## src/rtl/cc_alu_seq_pkg.sv

```systemverilog
// cc_alu_seq_pkg
// Purpose : shared opcode values, FSM state encoding and flag bit positions
//           for the sequential ALU (cc_alu_seq) and its shifter.
// Ports   : none (package).
// Config  : CC_ALU_SEQ_MUL_EN turns OP_PASS (1110) into a shift-add multiply.
package cc_alu_seq_pkg;

    localparam logic [3:0] OP_BUSA = 4'b0000;
    localparam logic [3:0] OP_OR   = 4'b0001;
    localparam logic [3:0] OP_AND  = 4'b0010;
    localparam logic [3:0] OP_NOTA = 4'b0011;
    localparam logic [3:0] OP_XOR  = 4'b0100;
    localparam logic [3:0] OP_SLL  = 4'b0101;
    localparam logic [3:0] OP_SRL  = 4'b0110;
    localparam logic [3:0] OP_SRA  = 4'b0111;
    localparam logic [3:0] OP_ADD  = 4'b1000;
    localparam logic [3:0] OP_SUB  = 4'b1001;
    localparam logic [3:0] OP_INC  = 4'b1010;
    localparam logic [3:0] OP_DEC  = 4'b1011;
    localparam logic [3:0] OP_ROL  = 4'b1100;
    localparam logic [3:0] OP_ROR  = 4'b1101;
    localparam logic [3:0] OP_PASS = 4'b1110;
    localparam logic [3:0] OP_MUL  = 4'b1110;
    localparam logic [3:0] OP_NOP  = 4'b1111;

    typedef enum logic [1:0] {
        ST_IDLE  = 2'd0,
        ST_SHIFT = 2'd1,
        ST_MUL   = 2'd2,
        ST_DONE  = 2'd3
    } state_t;

    // Bit positions inside the active-low flag register.
    localparam int FLAG_ZERO     = 0;
    localparam int FLAG_NEGATIVE = 1;
    localparam int FLAG_CARRY    = 2;
    localparam int FLAG_OVERFLOW = 3;

    function automatic logic is_shift_op(input logic [3:0] op);
        return (op == OP_SLL) || (op == OP_SRL) || (op == OP_SRA) ||
               (op == OP_ROL) || (op == OP_ROR);
    endfunction

endpackage

```

## src/rtl/cc_alu_seq_shifter.sv

```systemverilog
// cc_alu_seq_shifter
// Purpose : combinational single-bit shift/rotate step; the parent FSM
//           applies it once per cycle.
// Ports   : op      - opcode selecting SLL/SRL/SRA/ROL/ROR (others pass data)
//           data    - value to step
//           shifted - data moved by one bit position
//           bit_out - bit that left the word on this step
module cc_alu_seq_shifter
    import cc_alu_seq_pkg::*;
#(
    parameter int WIDTH = 32,
    parameter int SEL_W = 4
) (
    input  logic [SEL_W-1:0] op,
    input  logic [WIDTH-1:0] data,
    output logic [WIDTH-1:0] shifted,
    output logic             bit_out
);

    always_comb begin
        shifted = data;
        bit_out = 1'b0;
        case (op)
            OP_SLL: begin
                shifted = {data[WIDTH-2:0], 1'b0};
                bit_out = data[WIDTH-1];
            end
            OP_SRL: begin
                shifted = {1'b0, data[WIDTH-1:1]};
                bit_out = data[0];
            end
            OP_SRA: begin
                shifted = {data[WIDTH-1], data[WIDTH-1:1]};
                bit_out = data[0];
            end
            OP_ROL: begin
                shifted = {data[WIDTH-2:0], data[WIDTH-1]};
                bit_out = data[WIDTH-1];
            end
            OP_ROR: begin
                shifted = {data[0], data[WIDTH-1:1]};
                bit_out = data[0];
            end
            default: ;
        endcase
    end

endmodule

```

## src/rtl/cc_alu_seq.sv

```systemverilog
// cc_alu_seq
// Purpose : registered multi-cycle ALU with start/done handshake, iterative
//           shift/rotate and a sticky active-low flag register.
// Ports   : CC_ALU_SEQ_CLOCK_50 / CC_ALU_SEQ_RESET_InLow - clock, async reset
//           CC_ALU_SEQ_start_InHigh, _setFlags_InHigh, _selection_InBUS,
//           _dataA_InBUS, _dataB_InBUS                    - request side
//           CC_ALU_SEQ_busy_OutHigh, _done_OutHigh, _data_OutBUS,
//           _overflow/_carry/_negative/_zero_OutLow        - result side
// Config  : define CC_ALU_SEQ_MUL_EN to make opcode 1110 an unsigned
//           shift-add multiply (low half of A*B, DATAWIDTH_BUS+1 cycles).
//
// state    | meaning
// ST_IDLE  | waiting for start
// ST_SHIFT | iterating one bit per cycle, counter holds steps left
// ST_MUL   | shift-add multiply step per cycle (CC_ALU_SEQ_MUL_EN only)
// ST_DONE  | result/flags just written, done pulse
module cc_alu_seq
    import cc_alu_seq_pkg::*;
#(
    parameter int DATAWIDTH_BUS           = 32,
    parameter int DATAWIDTH_ALU_SELECTION = 4,
    parameter int DATAWIDTH_SHAMT         = 5
) (
    input  logic                               CC_ALU_SEQ_CLOCK_50,
    input  logic                               CC_ALU_SEQ_RESET_InLow,
    input  logic                               CC_ALU_SEQ_start_InHigh,
    input  logic                               CC_ALU_SEQ_setFlags_InHigh,
    input  logic [DATAWIDTH_ALU_SELECTION-1:0] CC_ALU_SEQ_selection_InBUS,
    input  logic [DATAWIDTH_BUS-1:0]           CC_ALU_SEQ_dataA_InBUS,
    input  logic [DATAWIDTH_BUS-1:0]           CC_ALU_SEQ_dataB_InBUS,
    output logic                               CC_ALU_SEQ_busy_OutHigh,
    output logic                               CC_ALU_SEQ_done_OutHigh,
    output logic [DATAWIDTH_BUS-1:0]           CC_ALU_SEQ_data_OutBUS,
    output logic                               CC_ALU_SEQ_overflow_OutLow,
    output logic                               CC_ALU_SEQ_carry_OutLow,
    output logic                               CC_ALU_SEQ_negative_OutLow,
    output logic                               CC_ALU_SEQ_zero_OutLow
);

    localparam int W     = DATAWIDTH_BUS;
    localparam int CNT_W = DATAWIDTH_SHAMT + 1;

    state_t                               state_q, state_d;
    logic [DATAWIDTH_ALU_SELECTION-1:0]   op_q, op_d;
    logic                                 sf_q, sf_d;
    logic [W-1:0]                         work_q, work_d;
    logic [W-1:0]                         result_q, result_d;
    logic [CNT_W-1:0]                     cnt_q, cnt_d;
    logic [3:0]                           flags_q, flags_d;

    logic [W-1:0]                         a_in, b_in;
    logic [DATAWIDTH_SHAMT-1:0]           shamt_in;
    logic [W-1:0]                         alu_y, alu_res;
    logic [W:0]                           alu_sum;
    logic                                 alu_cin, alu_cmsb, alu_c, alu_v;

    logic [W-1:0]                         sh_data;
    logic                                 sh_bit;

    logic                                 fin, fin_write, fin_sf, fin_c, fin_v;
    logic [W-1:0]                         fin_res;

`ifdef CC_ALU_SEQ_MUL_EN
    logic [2*W-1:0]                       prod_q, prod_d, prod_step;
    logic [W:0]                           mul_sum;
`endif

    assign a_in     = CC_ALU_SEQ_dataA_InBUS;
    assign b_in     = CC_ALU_SEQ_dataB_InBUS;
    assign shamt_in = CC_ALU_SEQ_dataB_InBUS[DATAWIDTH_SHAMT-1:0];

    cc_alu_seq_shifter #(
        .WIDTH (W),
        .SEL_W (DATAWIDTH_ALU_SELECTION)
    ) u_shifter (
        .op      (op_q),
        .data    (work_q),
        .shifted (sh_data),
        .bit_out (sh_bit)
    );

    // One W+1 adder serves ADD/SUB/INC/DEC; SUB and DEC are A + ~operand + 1.
    always_comb begin
        alu_y   = b_in;
        alu_cin = 1'b0;
        case (CC_ALU_SEQ_selection_InBUS)
            OP_SUB: begin alu_y = ~b_in;  alu_cin = 1'b1; end
            OP_INC: begin alu_y = '0;     alu_cin = 1'b1; end
            OP_DEC: begin alu_y = '1;     alu_cin = 1'b0; end
            default: ;
        endcase
        alu_sum  = {1'b0, a_in} + {1'b0, alu_y} + (W+1)'(alu_cin);
        alu_cmsb = alu_sum[W-1] ^ a_in[W-1] ^ alu_y[W-1];

        alu_res = a_in;
        alu_c   = 1'b0;
        alu_v   = 1'b0;
        case (CC_ALU_SEQ_selection_InBUS)
            OP_OR:   alu_res = a_in | b_in;
            OP_AND:  alu_res = a_in & b_in;
            OP_NOTA: alu_res = ~a_in;
            OP_XOR:  alu_res = a_in ^ b_in;
            OP_ADD, OP_INC: begin
                alu_res = alu_sum[W-1:0];
                alu_c   = alu_sum[W];
                alu_v   = alu_cmsb ^ alu_sum[W];
            end
            OP_SUB, OP_DEC: begin
                alu_res = alu_sum[W-1:0];
                alu_c   = ~alu_sum[W];
                alu_v   = alu_cmsb ^ alu_sum[W];
            end
            default: ;
        endcase
    end

`ifdef CC_ALU_SEQ_MUL_EN
    // Multiplier bits sit in the low half and are consumed LSB first.
    always_comb begin
        mul_sum   = {1'b0, prod_q[2*W-1:W]} + (prod_q[0] ? {1'b0, work_q} : '0);
        prod_step = {mul_sum, prod_q[W-1:1]};
    end
`endif

    always_comb begin
        state_d   = state_q;
        op_d      = op_q;
        sf_d      = sf_q;
        work_d    = work_q;
        cnt_d     = cnt_q;
        result_d  = result_q;
        flags_d   = flags_q;
`ifdef CC_ALU_SEQ_MUL_EN
        prod_d    = prod_q;
`endif
        fin       = 1'b0;
        fin_write = 1'b1;
        fin_sf    = sf_q;
        fin_res   = work_q;
        fin_c     = 1'b0;
        fin_v     = 1'b0;

        case (state_q)
            ST_IDLE: begin
                if (CC_ALU_SEQ_start_InHigh) begin
                    op_d   = CC_ALU_SEQ_selection_InBUS;
                    sf_d   = CC_ALU_SEQ_setFlags_InHigh;
                    fin_sf = CC_ALU_SEQ_setFlags_InHigh;
                    if (is_shift_op(CC_ALU_SEQ_selection_InBUS)) begin
                        if (shamt_in == '0) begin
                            fin     = 1'b1;
                            fin_res = a_in;
                        end else begin
                            work_d  = a_in;
                            cnt_d   = {1'b0, shamt_in};
                            state_d = ST_SHIFT;
                        end
                    end
`ifdef CC_ALU_SEQ_MUL_EN
                    else if (CC_ALU_SEQ_selection_InBUS == OP_MUL) begin
                        work_d  = a_in;
                        prod_d  = {{W{1'b0}}, b_in};
                        cnt_d   = CNT_W'(W);
                        state_d = ST_MUL;
                    end
`endif
                    else begin
                        fin       = 1'b1;
                        fin_write = (CC_ALU_SEQ_selection_InBUS != OP_NOP);
                        fin_res   = alu_res;
                        fin_c     = alu_c;
                        fin_v     = alu_v;
                    end
                end
            end
            ST_SHIFT: begin
                work_d = sh_data;
                cnt_d  = cnt_q - CNT_W'(1);
                if (cnt_q == CNT_W'(1)) begin
                    fin     = 1'b1;
                    fin_res = sh_data;
                    // Rotates never lose a bit, so they report no carry.
                    fin_c   = sh_bit & ~((op_q == OP_ROL) || (op_q == OP_ROR));
                end
            end
`ifdef CC_ALU_SEQ_MUL_EN
            ST_MUL: begin
                prod_d = prod_step;
                cnt_d  = cnt_q - CNT_W'(1);
                if (cnt_q == CNT_W'(1)) begin
                    fin     = 1'b1;
                    fin_res = prod_step[W-1:0];
                    fin_c   = |prod_step[2*W-1:W];
                end
            end
`endif
            ST_DONE: state_d = ST_IDLE;
            default: state_d = ST_IDLE;
        endcase

        // Result and flags are written on the edge entering ST_DONE so they
        // are already valid while done is high.
        if (fin) begin
            state_d = ST_DONE;
            if (fin_write) begin
                result_d = fin_res;
                if (fin_sf) begin
                    flags_d[FLAG_ZERO]     = |fin_res;
                    flags_d[FLAG_NEGATIVE] = ~fin_res[W-1];
                    flags_d[FLAG_CARRY]    = ~fin_c;
                    flags_d[FLAG_OVERFLOW] = ~fin_v;
                end
            end
        end
    end

    always_ff @(posedge CC_ALU_SEQ_CLOCK_50 or negedge CC_ALU_SEQ_RESET_InLow) begin
        if (!CC_ALU_SEQ_RESET_InLow) begin
            state_q  <= ST_IDLE;
            op_q     <= '0;
            sf_q     <= 1'b0;
            work_q   <= '0;
            result_q <= '0;
            cnt_q    <= '0;
            flags_q  <= '1;
`ifdef CC_ALU_SEQ_MUL_EN
            prod_q   <= '0;
`endif
        end else begin
            state_q  <= state_d;
            op_q     <= op_d;
            sf_q     <= sf_d;
            work_q   <= work_d;
            result_q <= result_d;
            cnt_q    <= cnt_d;
            flags_q  <= flags_d;
`ifdef CC_ALU_SEQ_MUL_EN
            prod_q   <= prod_d;
`endif
        end
    end

    assign CC_ALU_SEQ_busy_OutHigh    = (state_q == ST_SHIFT) || (state_q == ST_MUL);
    assign CC_ALU_SEQ_done_OutHigh    = (state_q == ST_DONE);
    assign CC_ALU_SEQ_data_OutBUS     = result_q;
    assign CC_ALU_SEQ_overflow_OutLow = flags_q[FLAG_OVERFLOW];
    assign CC_ALU_SEQ_carry_OutLow    = flags_q[FLAG_CARRY];
    assign CC_ALU_SEQ_negative_OutLow = flags_q[FLAG_NEGATIVE];
    assign CC_ALU_SEQ_zero_OutLow     = flags_q[FLAG_ZERO];

endmodule

```

## config.mk

```make
export PLATFORM = sky130hd
export DESIGN_NAME = cc_alu_seq
export DESIGN_NICKNAME = d
export VERILOG_FILES = /design/src/rtl/cc_alu_seq_pkg.sv /design/src/rtl/cc_alu_seq_shifter.sv /design/src/rtl/cc_alu_seq.sv
export SDC_FILE = /design/constraint.sdc
export NUM_CORES = 1
export LEC_CHECK = 0
export BUFFER_PORTS_ARGS = -buffer_cell sky130_fd_sc_hd__buf_2
export CORE_MARGIN = 4
export CORE_UTILIZATION = 45
export CTS_CLUSTER_DIAMETER = 150
export DETAILED_ROUTE_END_ITERATION = 10
export PLACE_DENSITY = 0.63
export SETUP_SLACK_MARGIN = 0.5
export SYNTH_ARGS = -nofsm -noshare
export SYNTH_HDL_FRONTEND = slang
export SYNTH_SLANG_ARGS = --single-unit
export TNS_END_PERCENT = 5
```

## constraint.sdc

```tcl
create_clock -name CC_ALU_SEQ_CLOCK_50 -period 4.25 [get_ports CC_ALU_SEQ_CLOCK_50]
set_input_delay 0.2125 -clock CC_ALU_SEQ_CLOCK_50 [delete_from_list [all_inputs] [get_ports CC_ALU_SEQ_CLOCK_50]]
set_output_delay 0.2125 -clock CC_ALU_SEQ_CLOCK_50 [all_outputs]
set_load 0.005 [all_outputs]
```

Word-level counts from Yosys, hierarchy flattened
Index checks and enable logic that the tools add are counted.
{"block": "totals", "regBits": 81, "inputBits": 72, "output_inout_bits": 38, "elab_cells": 117}
{"block": "classes", "n_addsub": 3, "n_eq_ne": 30, "mux": 42, "bitwise_logic": 14, "n_reduce_logical": 21}
{"op": "$pmux W32 S5", "n": 2}
{"op": "$mux W32", "n": 7}
{"op": "$pmux W32 S2", "n": 2}
{"op": "$pmux W32 S3", "n": 1}
{"op": "$not A32 Y32", "n": 2}
{"op": "$add A32 B32 Y33", "n": 1}
{"op": "$add A33 B1 Y33", "n": 1}
{"op": "$and A32 B32 Y32", "n": 1}
{"op": "$eq A4 B4 Y1 const B", "n": 8}
{"op": "$or A32 B32 Y32", "n": 1}
{"op": "$reduce_or A32 Y1", "n": 1}
{"op": "$xor A32 B32 Y32", "n": 1}
{"op": "$eq A4 B3 Y1 const B", "n": 7}
{"op": "$mux W6", "n": 3}
{"op": "$mux W1", "n": 17}
{"op": "$pmux W6 S2", "n": 1}
{"op": "$ne A3 B3 Y1 const B", "n": 3}
{"op": "$eq A4 B2 Y1 const B", "n": 2}
{"op": "$mux W2", "n": 4}
{"op": "$ne A2 B2 Y1 const B", "n": 4}
{"op": "$pmux W1 S2", "n": 4}
{"op": "$reduce_and A4 Y1", "n": 2}
{"op": "$reduce_or A2 Y1", "n": 4}
{"op": "$eq A6 B1 Y1 const B", "n": 1}
{"op": "17 further kinds", "n": 30}

Logic depth before layout (Yosys ltp)
Gate-level depths: netlist of run 1.
{"block": "depth", "depth_word": 12, "depth_mapped": 21, "depth_no_buf": 18}

By module
Synthesis of run 1 repeated with hierarchy kept, for this count alone.
{"block": "unflattened", "hier_cells": 1613, "hier_area_um2": 11797.6}
{"module": "cc_alu_seq", "instances": 1, "cells_each": 1517, "area_per_inst_um2": 10965.5, "seq_area_each_um2": 2031.9}
{"module": "cc_alu_seq_shifter", "instances": 1, "cells_each": 96, "area_per_inst_um2": 832.0, "seq_area_each_um2": 0.0}

Worst setup path before layout of run 1
No wires, ideal clock.
{"block": "synth_timing", "kind": "input port to flip-flop", "start": "input port CC_ALU_SEQ_selection_InBUS[0]", "end": "register flags_q[0]", "setup_ps": 88, "arrival_time_ps": 4804, "required_time_ps": 4162, "slack_ps": -642, "stages": 21, "n_path_buf": 6, "path_cell_list": "clkbuf_1 buf_2 buf_1 buf_2 buf_1 clkbuf_1 a21oi_1 a211oi_1 fa_1 inv_1 fa_1 nand2b_1 a211oi_1 o2111ai_1 a211oi_1 a2bb2oi_1 a31oi_1 nand2_1 a2111oi_0 and4_1 a32oi_1"}
{"block": "synth_via", "elab_chain_cells": 9, "elab_cells_between_ends": 36, "cone_classes": "2 x add/sub; 14 x eq/ne; 12 x mux; 8 x reduce/logical"}
{"item": "from (decl)", "line_no": "cc_alu_seq.sv:28", "source": "input logic [DATAWIDTH_ALU_SELECTION-1:0] CC_ALU_SEQ_selection_InBUS,"}
{"item": "$eq A4 B4 Y1 or $eq A4 B3 Y1 (tied branches)", "line_no": "cc_alu_seq.sv:86, cc_alu_seq.sv:98, cc_alu_seq_pkg.sv:40"}
{"item": "$pmux W32 S3, or another cell as far along", "line_no": "cc_alu_seq.sv:86", "source": "case (CC_ALU_SEQ_selection_InBUS)"}
{"item": "$add A32 B32 Y33, or another cell as far along", "line_no": "cc_alu_seq.sv:92", "source": "alu_sum = {1'b0, a_in} + {1'b0, alu_y} + (W+1)'(alu_cin);"}
{"item": "$add A33 B1 Y33 or $logic_or A1 B1 Y1 (tied branches)", "line_no": "cc_alu_seq.sv:92, cc_alu_seq_pkg.sv:40"}
{"item": "$pmux W32 S5 or $logic_or A1 B1 Y1 (tied branches)", "line_no": "cc_alu_seq.sv:98, cc_alu_seq_pkg.sv:41"}
{"item": "$mux W32 or $mux W1 (tied branches)", "line_no": "cc_alu_seq.sv:149", "source": "if (is_shift_op(CC_ALU_SEQ_selection_InBUS)) begin"}
{"item": "$mux W32 or $mux W1 (tied branches)", "line_no": "cc_alu_seq.sv:145", "source": "if (CC_ALU_SEQ_start_InHigh) begin"}
{"item": "$pmux W32 S2, or another cell as far along", "line_no": "cc_alu_seq.sv:143", "source": "case (state_q)"}
{"item": "$reduce_or A32 Y1 or $reduce_and A3 Y1 (tied branches)"}
{"item": "to (signal assigned)", "line_no": "cc_alu_seq.sv:236", "source": "flags_q <= flags_d;"}
{"item": "to (decl)", "line_no": "cc_alu_seq.sv:49", "source": "logic [3:0] flags_q, flags_d;"}
Parallel ways exist; a longest one is shown, timed or not.
A chain may end at the register's enable or synchronous reset.

Worst setup path after layout of run 1
{"block": "layout_timing", "start": "register cnt_q[2]", "end": "register flags_q[0]"}
{"block": "layout_via", "elab_chain_cells": 4, "elab_cells_between_ends": 7, "cone_classes": "1 x eq/ne; 4 x mux; 2 x reduce/logical"}
{"item": "from (decl)", "line_no": "cc_alu_seq.sv:48", "source": "logic [CNT_W-1:0] cnt_q, cnt_d;"}
{"item": "from (signal assigned)", "line_no": "cc_alu_seq.sv:235", "source": "cnt_q <= cnt_d;"}
{"item": "$eq A6 B1 Y1 (*)", "line_no": "cc_alu_seq.sv:179", "source": "if (cnt_q == CNT_W'(1)) begin"}
{"item": "$mux W32 or $mux W1 (tied branches)", "line_no": "cc_alu_seq.sv:179"}
{"item": "$pmux W32 S2 or $pmux W1 S2 (tied branches)", "line_no": "cc_alu_seq.sv:143"}
{"item": "$reduce_or A32 Y1 or $reduce_and A3 Y1 (tied branches)"}
Every way passes the cells marked *; elsewhere a longest branch is shown, timed or not.

==> results of run 1 <==
[worst max-delay path, delay by kind of cell (launching register included)]
family / cells / cell delay [ns]
AO/OA/AOI/OAI: 3 / 1.02
flip-flops: 1 / 0.45
AND/OR/NAND/NOR: 7 / 2.12
[final timing paths]
kind,from,to,slack (ns),cells after the start
setup reg to reg,cnt_q[2],flags_q[0],0.58,10
hold reg to reg,flags_q[2],flags_q[2],0.48,2
max in group asynchronous,CC_ALU_SEQ_RESET_InLow,flags_q[0],2.86,3
hold / removal,CC_ALU_SEQ_setFlags_InHigh,sf_q,0.18,3
min in group asynchronous,CC_ALU_SEQ_RESET_InLow,cnt_q[2],0.43,2
setup / recovery,cnt_q[2],flags_q[0],0.58,10
[registers in the layout (all words and copies together), names as in the netlist]
name                    cells
state_q                     2
work_q                     32
sf_q                        1
flags_q                     4
CC_ALU_SEQ_data_OutBUS     32
op_q                        4
cnt_q                       6
[power groups by stage]
stage | clock [mW] | combinational [mW] | sequential, mW
after floorplan | 0 | 2.88 | 1.46
after global placement | 0 | 4.29 | 1.70
after detailed placement | 0 | 4.33 | 1.70
after CTS | 0.960 | 4.36 | 1.69
after global routing | 0.996 | 4.87 | 1.77
final | 0.958 | 4.51 | 1.72
[cell families (layout without fill, tap and decap cells)]
| family | count (synthesis) | in the layout | share of synthesized area |
|---|---|---|---|
| AOI/OAI and AO/OA | 573 | 573 | 0.357 |
| and+or+nand+nor | 423 | 423 | 0.184 |
| buffers and inverters | 206 | 288 | 0.0754 |
| adders and majority gates | 102 | 102 | 0.122 |
| DFF | 81 | 81 | 0.192 |
| muxes | 48 | 48 | 0.0478 |
| xor gates and xnor gates | 27 | 27 | 0.0223 |
[synthesized netlist by cell type (21+ instances only)]
cell | number | area, sq um
a211oi_1 | 50 | 375
a21oi_1 | 155 | 776
a22oi_1 | 29 | 218
clkbuf_1 | 87 | 327
dfrtp_1 | 77 | 1930
ha_1 | 100 | 1250
inv_1 | 88 | 330
mux2i_1 | 28 | 280
nand2_1 | 137 | 514
nor2_1 | 149 | 559
nor3_1 | 21 | 105
o211ai_1 | 24 | 180
o21ai_0 | 107 | 536
o22ai_1 | 23 | 144
[per-layer routing]
metal  share of wire  vias to the layer above
li1                -                     5571
met1            0.44                     5700
met2            0.42                      720
met3            0.12                       65
met4           0.027                        0
met5               0                        -
[through the flow]
step,util,setup WS [ns],std cells,hold WS (ns),power (mW)
6_report,0.532,0.581,1855,0.182,7.19
5_1_grt,0.532,0.366,1855,0.185,7.64
4_1_cts,0.527,0.528,1852,0.179,7.01
3_5_place_dp,0.511,0.0209,1835,0.282,6.03
3_3_place_gp,0.511,0.0608,1835,0.290,5.99
2_1_floorplan,-,0.506,1460,-0.0831,4.34
[repair_timing]
item	in CTS	in global routing
setup buffers	0	3
pin swaps	0	5
endpoints found under the hold margin	46	0
gates resized for setup	4	17
hold buffers	1	0
setup endpoints to repair	1	4
[final cells by class]
class,count,area share
clock inverters,7,0.0107
repair buffers,181,0.0921
inverters,91,0.0282
flip-flops and latches,81,0.167
well taps,313,0.0321
clock buffers,9,0.0185
multi-input cells,1173,0.651
==> run_results.csv, run 1 <==
group,metric,value,unit
sta,drv_slew,0,
final_layout,drive_above_1_share,0.177,
die,die_area,26000,sq um
die,rows,55,
setup_path,cp.required,4.52,ns
clock_network,clock_sinks,81,
clock_network,htree_levels,3,
drt,viasPerCell,6.50,
global_route,grt_pass1_wl,66200,microns
pwr,ir_drop,255,uV
die,coreArea,22900,sq um
synthesis,synth_ff_type,"dfrtp_1",
setup_path,start_kind,"flip-flop",
placed_design,place_congestion,0.997,
final_layout,area_growth,15.1,%
sta,max_freq,273,MHz
synthesis,syn_area_per_cell,7.25,sq um
sta,setup_tns,0,ns
synthesis,ys_types,88,
clock_network,clkTransAtPathRegs,0.07,ns
sta,hold_violations,0,
setup_path,crit_fanout,6,
job,cap_violations,0,
pwr,seqPwrFrac,0.239,
global_route,groute.layer.met2.usage,0.471,
sta,maxSlewHeadroom,0.334,
sta,final.period_utilization,0.863,
status,status,"finished clean",
global_route,grt_max_degree,62,
setup_path,crit_path_end_kind,"flip-flop",
drt,vias,12100,
sta,skew,0.00866,ns
die,start_util,0.462,
synthesis,yosysSeqAreaShare,0.192,
die,pin_count,110,
final_layout,antenna-diode-count,0,
sta,finalSetupViolations,0,
global_route,track_usage,0.324,
setup_path,cpPeakStageDelay,0.55,ns
global_route,grtUsageMet3,0.0656,
pwr,p_sw,3.67,mW
final_layout,fin_nets,1711,
synthesis,synth-warning-count,0,
setup_path,crit_arrival,3.94,ns
placed_design,io_buffers,109,
setup_path,path_cells,"nor3_1 > or4b_4 > a221o_1 > a2111oi_4 > nand4_1 > nor4b_2 > nand4_1 > nor4_2 > and4_1 > a32oi_1",
final_layout,layout_commonest_cell,"a21oi_1",
pwr,intPower,3.52,mW
clock_network,cts_root_buf,"clkbuf_16",
clock_network,cts_buffers,9,
pwr,p_leak,5.26,nW
pwr,p_comb_frac,0.627,
drt,drt-pass1-iter-count,6,
global_route,grt_overflow,0,
global_route,antenna_found_initial,0,
final_layout,layout_common_cells,"a21oi_1 (152), nor2_1 (147), nand2_1 (136)",
worst_hold_path,hold_class,"primary input to flip-flop",
pwr,p_per_area,590,nW/um^2
final_layout,seqCellArea,2030,sq um
sta,rsz0062_at_grt,"true",
sta,worstMarginPinSlew,0.995,ns
clock_network,cts_buffer_depth,2,
synthesis,syn_inst,1460,
synthesis,ys_ff_latch,81,
global_route,grt_util_met1,0.483,
global_route,top_usage_layer,"met1",
placed_design,dpl.hpwl,33500,microns
synthesis,syn_area,10600,sq um
drt,drc,0,
die,die_h,161,microns
pwr,clockPowerShare,0.133,
sta,period_minus_slack,3.67,ns
clock_network,cts_tree,"yes",
synthesis,synth-edff-count,0,
setup_path,cp_slowest_cell,"a2111oi_4",
die,fp.dieW,161,microns
drt,wl_per_cell,23.5,microns
synthesis,synth_fp_nets,1634,
global_route,grt_pass1_vias,10800,
drt,drt-initial-drc-count,1694,
pwr,p_sw_frac,0.510,
final_layout,final_area,12200,sq um
setup_path,path_class,"flip-flop to flip-flop",
drt,ant_nets,0,
synthesis,async_flop_share,1.00,
placed_design,place_area,11700,sq um
clock_network,insertion_delay,0.35,ns
final_layout,multi_input_area,7940,sq um
drt,wirelength,43600,microns
final_layout,fillers,2243,
setup_path,cp_common_cell,"nand4_1",
(Power assumes the default switching activity.)
==> run 2: changes to the inputs <==
==> constraint.sdc (replaced) <==
create_clock -name CC_ALU_SEQ_CLOCK_50 -period 4.2 [get_ports CC_ALU_SEQ_CLOCK_50]
set_input_delay 0.21 -clock CC_ALU_SEQ_CLOCK_50 [delete_from_list [all_inputs] [get_ports CC_ALU_SEQ_CLOCK_50]]
set_output_delay 0.21 -clock CC_ALU_SEQ_CLOCK_50 [all_outputs]
set_load 0.005 [all_outputs]
==> run 2 against run 1 <==
Combinational power rose by 3%. Routed wire length up 0.65%. Global-route usage down 0.10 points. First-iteration DRC count up 11%. Total power grew 2.2%. Via count increased by 0.32%. Sequential power about the same. Register-to-register slack worse by 0.03 ns. Non-clock buffer count increased by 11. Flip-flop and latch count unchanged. Largest cell class unchanged. Highest routed layer unchanged.
==> run_results.csv, run 2 (synthesis gave the netlist of run 1 again) <==
group,metric,value,unit
setup_path,reg2regPathDepth,11,
placed_design,dpl.hpwl,33000,microns
global_route,grt_pass1_vias,11000,
setup_path,path_class,"primary input to flip-flop",
final_layout,drive_above_1_share,0.193,
final_layout,layout_common_cells,"a21oi_1 (150), nor2_1 (147), nand2_1 (136)",
setup_path,cp.required,4.47,ns
setup_path,start_kind,"primary input",
clock_network,cts_root_buf,"clkbuf_16",
global_route,track_usage,0.323,
global_route,grt_overflow,0,
drt,ant_nets,0,
pwr,intPower,3.64,mW
worst_hold_path,hold_class,"primary input to flip-flop",
drt,viasPerCell,6.48,
pwr,p_sw,3.71,mW
clock_network,clkTransAtPathRegs,0.07,ns
clock_network,htree_levels,3,
drt,drt-initial-drc-count,1885,
setup_path,crit_path_end_kind,"flip-flop",
setup_path,crit_fanout,29,
pwr,seqPwrFrac,0.236,
global_route,grt_max_degree,61,
die,coreArea,22900,sq um
final_layout,fin_cells,1867,
sta,drv_slew,0,
clock_network,cts_tree,"yes",
die,rows,55,
global_route,grt_pass1_wl,66700,microns
pwr,p_leak,5.37,nW
sta,final.period_utilization,0.891,
die,fp.dieW,161,microns
status,status,"finished clean",
clock_network,cts_buffers,9,
worst_hold_path,min_path_cells,3,
sta,finalSetupViolations,0,
placed_design,io_buffers,109,
pwr,ir_drop,320,uV
sta,skew,0.00903,ns
drt,wirelength,43900,microns
sta,rsz0062_at_grt,"true",
clock_network,clock_sinks,81,
global_route,antenna_found_initial,0,
die,die_h,161,microns
sta,maxSlewHeadroom,0.273,
drt,vias,12100,
placed_design,dp_cells,1840,
placed_design,place_congestion,0.992,
sta,fin_hold_ws,0.220,ns
drt,wl_per_cell,23.5,microns
clock_network,cts_buffer_depth,2,
die,pin_count,110,
final_layout,fin_nets,1722,
final_layout,area_growth,17.4,%
drt,drc,0,
sta,period_minus_slack,3.74,ns
clock_network,insertion_delay,0.35,ns
job,cap_violations,0,
final_layout,layout_commonest_cell,"a21oi_1",
drt,drt-pass1-iter-count,7,
pwr,clockPowerShare,0.133,
sta,hold_violations,0,
pwr,p_sw_frac,0.505,
pwr,p_per_area,592,nW/um^2
sta,worstMarginPinSlew,1.09,ns
setup_path,crit_arrival,4.01,ns
pwr,p_comb_frac,0.631,
die,die_area,26000,sq um
die,start_util,0.462,
sta,max_freq,267,MHz
run 2: repair_timing:
action / in CTS / in global routing
cloned: 0 / 1
endpoints found under the hold margin: 40 / 0
pin swaps: 1 / 13
buffers inserted: 1 / 7
hold buffers: 1 / 0
gates resized for setup: 7 / 36
setup endpoints to repair: 2 / 5
run 2: through the flow:
| step | setup TNS (ns) | util | instance area [sq um] | worst slack [ns] | total power [mW] |
|---|---|---|---|---|---|
| 3_3_place_gp | 0 | 0.513 | 11800 | 0.0619 | 6.06 |
| 5_1_grt | 0 | 0.542 | 12400 | 0.381 | 7.80 |
| 6_report | 0 | 0.542 | 12400 | 0.458 | 7.35 |
| 4_1_cts | 0 | 0.531 | 12200 | 0.480 | 7.11 |
| 3_5_place_dp | -0.00336 | 0.513 | 11800 | -0.00336 | 6.10 |
| 2_1_floorplan | 0 | - | 10800 | 0.482 | 4.40 |
run 2: layer usage:
layer / GRT usage / vias up / routed length [microns]
li1: - / 5593 / -
met1: 0.480 / 5706 / 19000
met2: 0.486 / 710 / 18800
met3: 0.0531 / 85 / 4870
met4: 0.0818 / 0 / 1280
met5: 0 / - / 0
run 2: cell type report:
class	count	area, sq um
Antenna cell	1	2.50
Clock buffer	9	225
Clock inverter	7	133
Fill cell	2234	10500
Inverter	91	344
Multi-Input combinational cell	1173	8050
Sequential cell	81	2030
Tap cell	313	392
Timing Repair Buffer	192	1240
run 2: worst paths after layout:
kind	start	end	slack, ns
worst min register to register	flags_q[0]	flags_q[0]	0.48
max in group asynchronous	CC_ALU_SEQ_RESET_InLow	op_q[1]	2.78
min in group asynchronous	CC_ALU_SEQ_RESET_InLow	op_q[3]	0.39
worst min-delay path	CC_ALU_SEQ_setFlags_InHigh	sf_q	0.22
worst max-delay path	CC_ALU_SEQ_selection_InBUS[2]	flags_q[0]	0.46
worst max register to register	op_q[3]	flags_q[0]	0.55
run 2: power by group through the flow:
stage	registers (mW)	logic [mW]	clock network, mW
after floorplan	1.48	2.92	0
after global placement	1.70	4.36	0
after detailed placement	1.71	4.39	0
after CTS	1.70	4.43	0.984
after global routing	1.78	5.01	1.01
final	1.74	4.64	0.979
run 2: critical path, stage by stage:
cell	delay [ns]
buf_2	0.13
nand2b_1	0.20
nor2_4	0.20
buf_12	0.20
a211oi_1	0.10
ha_1	0.30
buf_4	0.15
o211ai_1	0.28
buf_4	0.19
a211oi_4	0.05
o2111ai_4	0.24
nand3_2	0.17
xnor2_4	0.25
o21bai_4	0.10
or4_1	0.51
nor4_2	0.39
and4_1	0.25
a32oi_1	0.10
